File: src/rtl/music_sequencer.sv
// rtl/music_sequencer.sv - note-table square-wave sequencer with tempo select, rests and pause
module music_sequencer #(
    parameter int                          SEQ_LEN     = 16,
    parameter int                          NOTE_W      = 18,
    parameter logic [SEQ_LEN*NOTE_W-1:0]   NOTE_ROM    = '0,
    parameter int                          BEAT_CYCLES = 12_500_000,
    parameter int                          GAP_CYCLES  = 1_000_000
) (
    input  logic                        CLK100MHZ,
    input  logic                        rst,
    input  logic                        music_enable,
    input  logic [1:0]                  mode,
    output logic                        AUD_PWM,
    output logic                        AUD_SD,
    output logic [$clog2(SEQ_LEN)-1:0]  note_idx,
    output logic                        playing
);

    localparam int IDX_W  = $clog2(SEQ_LEN);
    // Wide enough for the slowest tempo: (BEAT_CYCLES << 3) - 1.
    localparam int BEAT_W = $clog2(BEAT_CYCLES * 8);
    localparam int GAP_W  = (GAP_CYCLES > 1) ? $clog2(GAP_CYCLES) : 1;

    localparam logic [BEAT_W-1:0] BEAT_BASE = BEAT_W'(BEAT_CYCLES);
    localparam logic [GAP_W-1:0]  GAP_LAST  = GAP_W'(GAP_CYCLES - 1);
    localparam logic [IDX_W-1:0]  IDX_LAST  = IDX_W'(SEQ_LEN - 1);

    typedef enum logic [1:0] {
        S_IDLE = 2'd0,
        S_PLAY = 2'd1,
        S_GAP  = 2'd2
    } state_t;

    state_t              r_state;
    logic [IDX_W-1:0]    r_note_idx;
    logic [1:0]          r_mode_q;
    logic [BEAT_W-1:0]   r_beat_cnt;
    logic [GAP_W-1:0]    r_gap_cnt;
    logic [NOTE_W-1:0]   r_tone_cnt;
    logic                r_pwm;

    state_t              w_state_nx;
    logic [IDX_W-1:0]    w_idx_nx;
    logic [1:0]          w_mode_nx;
    logic [BEAT_W-1:0]   w_beat_nx;
    logic [GAP_W-1:0]    w_gap_nx;
    logic [NOTE_W-1:0]   w_tone_nx;
    logic                w_pwm_nx;

    logic [NOTE_W-1:0]   w_rom [SEQ_LEN];
    logic [NOTE_W-1:0]   w_half;
    logic [BEAT_W-1:0]   w_beat_last;
    logic [IDX_W-1:0]    w_idx_inc;

    // Unpack the flat note table into one entry per index.
    genvar gi;
    generate
        for (gi = 0; gi < SEQ_LEN; gi++) begin : g_rom
            assign w_rom[gi] = NOTE_ROM[gi*NOTE_W +: NOTE_W];
        end
    endgenerate

    assign w_half      = w_rom[r_note_idx];
    assign w_beat_last = (BEAT_BASE << r_mode_q) - BEAT_W'(1);
    assign w_idx_inc   = (r_note_idx == IDX_LAST) ? '0 : r_note_idx + 1'b1;

    // State and datapath registers; reset wins over everything, including mid-note.
    always_ff @(posedge CLK100MHZ) begin
        if (rst) begin
            r_state    <= S_IDLE;
            r_note_idx <= '0;
            r_mode_q   <= '0;
            r_beat_cnt <= '0;
            r_gap_cnt  <= '0;
            r_tone_cnt <= '0;
            r_pwm      <= 1'b0;
        end else begin
            r_state    <= w_state_nx;
            r_note_idx <= w_idx_nx;
            r_mode_q   <= w_mode_nx;
            r_beat_cnt <= w_beat_nx;
            r_gap_cnt  <= w_gap_nx;
            r_tone_cnt <= w_tone_nx;
            r_pwm      <= w_pwm_nx;
        end
    end

    // Next-state logic: counters and the speaker output fall back to zero unless
    // the current state is actively advancing them, so every exit is silent.
    always_comb begin
        w_state_nx = r_state;
        w_idx_nx   = r_note_idx;
        w_mode_nx  = r_mode_q;
        w_beat_nx  = '0;
        w_gap_nx   = '0;
        w_tone_nx  = '0;
        w_pwm_nx   = 1'b0;
        case (r_state)
            S_IDLE: begin
                if (music_enable) begin
                    w_state_nx = S_PLAY;
                    w_mode_nx  = mode;
                end
            end
            S_PLAY: begin
                if (!music_enable) begin
                    w_state_nx = S_IDLE;
                end else if (r_beat_cnt == w_beat_last) begin
                    w_state_nx = S_GAP;
                end else begin
                    w_beat_nx = r_beat_cnt + 1'b1;
                    if (w_half != '0) begin
                        if (r_tone_cnt == w_half - 1'b1) begin
                            w_pwm_nx = ~r_pwm;
                        end else begin
                            w_pwm_nx  = r_pwm;
                            w_tone_nx = r_tone_cnt + 1'b1;
                        end
                    end
                end
            end
            S_GAP: begin
                if (r_gap_cnt == GAP_LAST) begin
                    // The note still advances when disable lands on the final gap cycle.
                    w_idx_nx = w_idx_inc;
                    if (music_enable) begin
                        w_state_nx = S_PLAY;
                        w_mode_nx  = mode;
                    end else begin
                        w_state_nx = S_IDLE;
                    end
                end else if (!music_enable) begin
                    w_state_nx = S_IDLE;
                end else begin
                    w_gap_nx = r_gap_cnt + 1'b1;
                end
            end
            default: begin
                w_state_nx = S_IDLE;
            end
        endcase
    end

    assign AUD_PWM  = r_pwm;
    assign AUD_SD   = (r_state != S_IDLE);
    assign playing  = (r_state == S_PLAY);
    assign note_idx = r_note_idx;

endmodule

File: config.mk
export PLATFORM = sky130hd
export DESIGN_NAME = music_sequencer
export DESIGN_NICKNAME = d
export VERILOG_FILES = /design/src/rtl/music_sequencer.sv
export SDC_FILE = /design/constraint.sdc
export NUM_CORES = 1
export LEC_CHECK = 0
export ABC_AREA = 1
export BUFFER_PORTS_ARGS = -buffer_cell sky130_fd_sc_hd__buf_2
export CORE_MARGIN = 10
export CORE_UTILIZATION = 42
export CTS_BUF_LIST = sky130_fd_sc_hd__clkbuf_2
export DETAILED_ROUTE_END_ITERATION = 8
export PLACE_DENSITY_LB_ADDON = 0.12
export RECOVER_POWER = 25
export SYNTH_ARGS = -nofsm -noshare
export SYNTH_HDL_FRONTEND = slang
export SYNTH_SLANG_ARGS = --single-unit
File: constraint.sdc
create_clock -name CLK100MHZ -period 3.9 [get_ports CLK100MHZ]
set_input_delay 0.975 -clock CLK100MHZ [delete_from_list [all_inputs] [get_ports CLK100MHZ]]
set_output_delay 0.975 -clock CLK100MHZ [all_outputs]
set_load 0.1 [all_outputs]
Yosys cells after proc, flatten, opt, wreduce, memory -nomap -nowiden
Memory sizes are Yosys's and may differ from the RTL's. Index checks and enable logic that the tools add are counted.

Output and inout bits: 7. Logic and storage cells: 56. Memories: 1. Bits in registers: 74. Input port bits: 5. Memory bits (read-only): 288.

Equal/unequal tests: 10. Reductions and logical operators: 11. Shifts and indexed selects: 1. Add/subtract/negate cells: 6. Muxes and demuxes: 13. Bitwise operators: 6. Order comparisons: 1.

Memories: (name not given) (words 16, bits a word 18, read ports 1, clocked after memory_dff 0, write ports 0, RTL line 63) `assign w_half = w_rom[r_note_idx];`.

Operators with widths (count): $mux 18 (2); $add 27x1->27 const B (1); $eq 27x27->1 (1); $shl 24x2->27 const A (1); $sub 27x1->27 const B (1); $add 20x1->20 const B (1); $eq 20x20->1 const B (1); $add 18x1->18 const B (1); $eq 18x18->1 (1); $reduce_bool 18->1 (1); $sub 18x1->18 const B (1); $mux 2 (7); $reduce_or 4->1 (2); $pmux 2 s3 (1); $reduce_or 6->1 (1); $ge 5x5->1 const B (1); $not 1->1 (5); $not 4->5 (1); $reduce_or 5->1 (1); $add 4x1->4 const B (1); $eq 4x4->1 const B (1); $mux 4 (1); $ne 2x2->1 const B (2); $pmux 2 s2 (1); other kinds (9) (11).

Logic depth before layout (Yosys ltp)
Gate-level depths: netlist of run 1.

Depth in word-level cells: 7. Mapped depth: 14. Depth with buffers taken out: 13.

Worst setup path after synthesis of run 1
OpenSTA, ideal clock, no wires.

Path kind: reg-to-output. Start: register r_state[0]. End: output playing. Path slack: 1.187 ns. Path buffers: 0. Cell stages (with the launch flop): 3. Data arrival time: 1.738 ns. Required time: 2.925 ns. Cells stage by stage: dfxtp_1 -> inv_1 -> nor2_1.

Longest elaborated chain between the ends: 1.

RTL lines: from (decl) (RTL line 34) `state_t r_state;`; from (signal assigned) (RTL line 78) `r_state <= w_state_nx;`; $eq 2x1->1 (RTL line 146) `assign playing = (r_state == S_PLAY);`; to (decl) (RTL line 16) `output logic playing`.

Every way passes these cells.

Worst setup path after layout of run 1
Same ends and word-level chain as after synthesis.

==> results of run 1 <==
## state kept, by name (all words and copies together), names as in the netlist
name,count
r_beat_cnt,27
r_gap_cnt,20
r_mode_q,2
r_state,2
note_idx,4
## cell usage after synthesis (4+ instances only)
master	n	area (um^2)
inv_1	57	214
nor3_1	14	70.1
dfxtp_1	55	1100
xor2_1	20	175
nor2_2	9	56.3
nand2_1	102	383
nand2_2	6	37.5
nand3_1	25	125
nor3b_1	4	30.0
nor2_1	69	259
o21ai_0	7	35.0
nand4_1	10	62.6
a21oi_2	5	43.8
ha_1	4	50.1
a21oi_1	15	75.1
## routing by layer
metal / up-vias / share of wire (%)
met4: 0 / 0.93
li1: 1411 / -
met3: 6 / 3.2
met5: - / 0
met2: 29 / 43
met1: 1138 / 53
## cell families after synthesis
family	after synthesis	synth area share [%]
simple gates	258	39.7
buf+inv	67	9.74
flops	55	35.9
compound gates	34	6.40
xor+xnor	23	6.56
fa+ha+maj	4	1.63
other cells	1	0.122
## final cells by class
cell class                      instances  area share, %
Tap cell                               99           3.85
Clock buffer                            6          0.933
Clock inverter                          2          0.389
Timing Repair Buffer                   11           1.67
Multi-Input combinational cell        320           51.7
Inverter                               60           7.23
Sequential cell                        55           34.2
## final timing paths
path / startpoint / endpoint / slack, ps
setup / recovery: r_state[0] / playing / 1340
setup reg to reg: r_gap_cnt[0] / r_gap_cnt[18] / 1550
hold reg to reg: r_beat_cnt[0] / r_beat_cnt[0] / 460
hold / removal: r_beat_cnt[0] / r_beat_cnt[0] / 460
## cells in the final DEF (no fill, tap or decap), types with 2 or more instances in the layout
master,n
nand2_1,102
nor2_1,69
inv_1,57
dfxtp_1,55
nand3_1,26
xor2_1,20
a21oi_1,15
nor3_1,14
nand4_1,10
buf_2,10
nor2_2,9
o21ai_0,7
nand2_2,6
clkbuf_2,6
a21oi_2,5
nor3b_1,4
ha_1,4
o21ai_1,3
nor3_4,3
or2_2,3
xnor2_1,3
nand2_4,2
nand3_2,2
nor3_2,2
a31oi_1,2
## power groups by stage
stage          registers (uW)  logic, uW  clock network [uW]
2_1_floorplan             583       93.2                   0
3_3_place_gp              591       96.9                   0
3_5_place_dp              591       97.3                   0
4_1_cts                   582       97.7                 245
5_1_grt                   584        109                 263
6_report                  582       96.4                 234
## metrics by stage
stage | total power (uW) | setup slack [ps]
after global placement | 688 | 1830
after CTS | 924 | 1300
final | 912 | 1340
after detailed placement | 689 | 1740
after global routing | 956 | 1160
after floorplan | 676 | 1190
## critical path, stage by stage (launching register included)
cell and delay [ps]:
dfxtp_1 500, inv_1 60, nor2_1 120, buf_2 450
==> flow_metrics.tcl, run 1 <==
set metrics [dict create \
    outcome "completed" \
    startpoint_type "flop" \
    finalWeightedCongestion 0.819 \
    cp.required_ps 2920 \
    clk_pin_slew_ps 280 \
    setup_tns_ps 0 \
    grt_max_degree 28 \
    grt_pass1_vias 2443 \
    setup_viol 0 \
    drv_slew 0 \
    p_leak_uw 0.00118 \
    synth_ff_type "dfxtp_1" \
    pwr-share-clk_pct 25.6 \
    p_per_area_nw_per_um2 283 \
    final_cell_area_um2 3220 \
    grt_first_pass_wirelength_um 11100 \
    max_freq_mhz 391 \
    place_area_um2 3190 \
    core_um2 7180 \
    final_cells 553 \
    finalClockSkew_ps 24.5 \
    yosys_warnings 0 \
    cts_sinks 55 \
    relSlewSlack_pct 41.0 \
    dpl.hpwl_um 4800 \
    rows 31 \
    cts_buffers 5 \
    rsz0062_at_grt "no" \
    postSynthCellCount 442 \
    final_util_pct 44.9 \
    path_max_fanout 5 \
    vias_per_cell 4.67 \
    synthToLayoutAreaGrowth_pct 4.85 \
    die_h_um 106 \
    hold_path_class "reg2reg" \
    regArea_um2 1100 \
    drc_errors 0 \
    cts_tree "yes" \
    p_sw_uw 272 \
    fin_crit_sh_pct 65.6 \
    worstPathArrival_ps 1580 \
    initial_core_util_pct 42.8 \
    dpl.cell_count 545 \
    cts.path.max_buffers 2 \
    num-nets-final 462 \
    hold_depth 1 \
    antenna_found_initial 0 \
    grt.total_usage_pct 11.7 \
    grtUsageMet3_pct 2.50 \
    grt_use_met2_pct 18.8 \
    die_area_um2 11100 \
    synthArstFlopShare_pct 0 \
    cts-root-buf "clkbuf_2" \
    multi_input_area_um2 1670 \
    hold_viol 0 \
    syn_nets 451 \
    post_drt_wl_per_cell_um 11.3 \
    gr-usage-met1_pct 15.5 \
    post_cts_buffers 0 \
    drt_iter0_markers 113 \
    share_seq_of_total_power_pct 63.8 \
    period_minus_slack_ps 2560 \
    diodes 0 \
    hold_ws_ps 464 \
    io_buffer_count 10 \
    ioPinCount 12 \
    crit_type "reg2out" \
    tightest_slew_ps 884 \
    htreeDepth 2 \
    endpoint_kind "primary output" \
    grt_most_used_layer "met2" \
    fillers 733 \
    ant_nets 0 \
    vdd_ir_drop_max_mv 0.120 \
    hold_buffers 0 \
    drv_cap 0 \
    synth_edf_count 0 \
    firstDrtPassIters 4 \
    synth_area_per_cell_um2 6.95 \
    synth.distinct_cells 39 \
    reg2regPathDepth 10 \
    combPwrFrac_pct 10.6 \
    die_x_um 106 \
    wl_um 6260 \
    layout-drive-gt1-share_pct 12.1 \
    clk_latency_ps 460 \
    cts-resized-gates 0 \
    swShare_pct 29.8 \
    ys_seq_area_share_pct 35.9 \
    ys_ff_latch 55 \
    netlist_area_um2 3070 \
    overflow 0 \
    p_int_uw 640 \
    num_vias 2584 \
]
(Power assumes the default switching activity.)
==> run 2: changes to the inputs <==
- clock period: 3.9 -> 2.15 ns (I/O delays scaled with it)
==> flow_metrics.tcl, run 2 (synthesis results as in run 1) <==
set metrics [dict create \
    grt_first_pass_wirelength_um 11300 \
    startpoint_type "flop" \
    cpPeakStageDelay_ps 500 \
    drc_errors 0 \
    diodes 0 \
    final_cell_area_um2 3260 \
    p_total_uw 1650 \
    io_buffer_count 10 \
    endpoint_kind "primary output" \
    finalWeightedCongestion 0.806 \
    cts_tree "yes" \
    final_common_cell "nand2_1" \
    htreeDepth 2 \
    vias_per_cell 4.70 \
    initial_core_util_pct 42.8 \
    reg2regPathDepth 10 \
    clk_latency_ps 460 \
    synthToLayoutAreaGrowth_pct 6.15 \
    crit_start "r_state[0]" \
    core_um2 7180 \
    p_leak_uw 0.00119 \
    ioPinCount 12 \
    hold_viol 0 \
    grt.total_usage_pct 11.8 \
    drt_iter0_markers 81 \
    wl_um 6270 \
    cts_sinks 55 \
    dpl.hpwl_um 4850 \
    hold_buffers 0 \
    p_per_area_nw_per_um2 507 \
    setup_tns_ps 0 \
    die_area_um2 11100 \
    hold_depth 2 \
    largest-register "r_beat_cnt" \
    worstPathArrival_ps 1460 \
    post_drt_wl_per_cell_um 11.3 \
    num_vias 2611 \
    drv_cap 0 \
    die_h_um 106 \
    period_minus_slack_ps 1990 \
    path_max_fanout 5 \
    dpl.cell_count 548 \
    outcome "completed" \
    grt_max_degree 28 \
    final_cells 556 \
    r2r-start "r_gap_cnt[0]" \
    cts.path.max_buffers 2 \
    layout_common_cells "102 x nand2_1, 68 x nor2_1, 57 x inv_1" \
    ant_nets 0 \
    place_area_um2 3210 \
    layout-drive-gt1-share_pct 13.6 \
    die_x_um 106 \
    crit_type "reg2out" \
    min-delay-start "rst" \
    hold_path_class "in2reg" \
    slowest_stage "dfxtp_1" \
    cts_buffers 5 \
    fin_crit_sh_pct 92.8 \
    grt_pass1_vias 2502 \
    clk_pin_slew_ps 270 \
    max_freq_mhz 501 \
    cts-root-buf "clkbuf_2" \
    finalClockSkew_ps 38.6 \
    firstDrtPassIters 4 \
    rows 31 \
    rrSetupSlack_ps 250 \
    drv_slew 0 \
    vdd_ir_drop_max_mv 0.174 \
    setup_viol 0 \
    cp_cell_sequence "inv_1 > nor2_2 > clkbuf_4" \
    fillers 772 \
    min_to "note_idx[2]" \
    rsz0062_at_grt "no" \
    overflow 0 \
    antenna_found_initial 0 \
    num-nets-final 465 \
    multi_input_area_um2 1670 \
    regArea_um2 1100 \
    largest_reg_flops 27 \
    r2r_end "r_gap_cnt[18]" \
    cp.required_ps 1610 \
]
## run 2: cell count changes in the layout (fill, tap and decap cells not counted), sizes merged
cell / delta
buf: +1
clkbuf: +1
clkinvlp: +1
## run 2: worst max-delay path by stage
stage                           to  slack [ps]  cells past startpoint
floorplan           r_beat_cnt[23]         140                      7
global route               playing          40                      3
detailed placement  r_beat_cnt[14]         240                     11
finish                     playing         160                      3
global placement    r_beat_cnt[17]         310                     11
CTS                        playing          20                      3
## run 2: stage by stage
stage          worst slack (ps)  util [%]  hold slack (ps)
2_1_floorplan               141         -              417
3_3_place_gp                309      44.7              426
3_5_place_dp                242      44.7              446
4_1_cts                    24.5      45.4              255
5_1_grt                    36.7      45.4              255
6_report                    155      45.4              281
## run 2: power by group
part	leakage [uW]	internal, uW	switching [uW]
clock network	0.0000250	76.8	338
registers	0.000444	1030	12.7
logic	0.000726	53.1	140
## run 2: timing repair
action | in CTS | in global routing
endpoints found under the setup margin | 0 | 3
endpoints found under the hold margin | 0 | 0
setup buffers | 0 | 0
gates resized for setup | 0 | 3
## run 2: layer usage
layer | global-route usage [%] | part of all wire [%]
met1 | 15.3 | 52
met2 | 19.2 | 44
met3 | 2.62 | 2.7
met4 | 3.19 | 1.1
met5 | 0 | 0
## run 2: area by class of cell
class,instances,share of cell area [%]
Inverter,60,7.14
Sequential cell,55,33.8
Clock buffer,5,0.768
Clock inverter,3,0.614
Multi-Input combinational cell,320,51.3
Tap cell,99,3.80
Timing Repair Buffer,14,2.53
## run 2: critical path: cells and delay by family, from the launching register on
kind,cells,cell delay [ps]
buffers and inverters,2,420
DFF,1,500
and+or+nand+nor,1,100
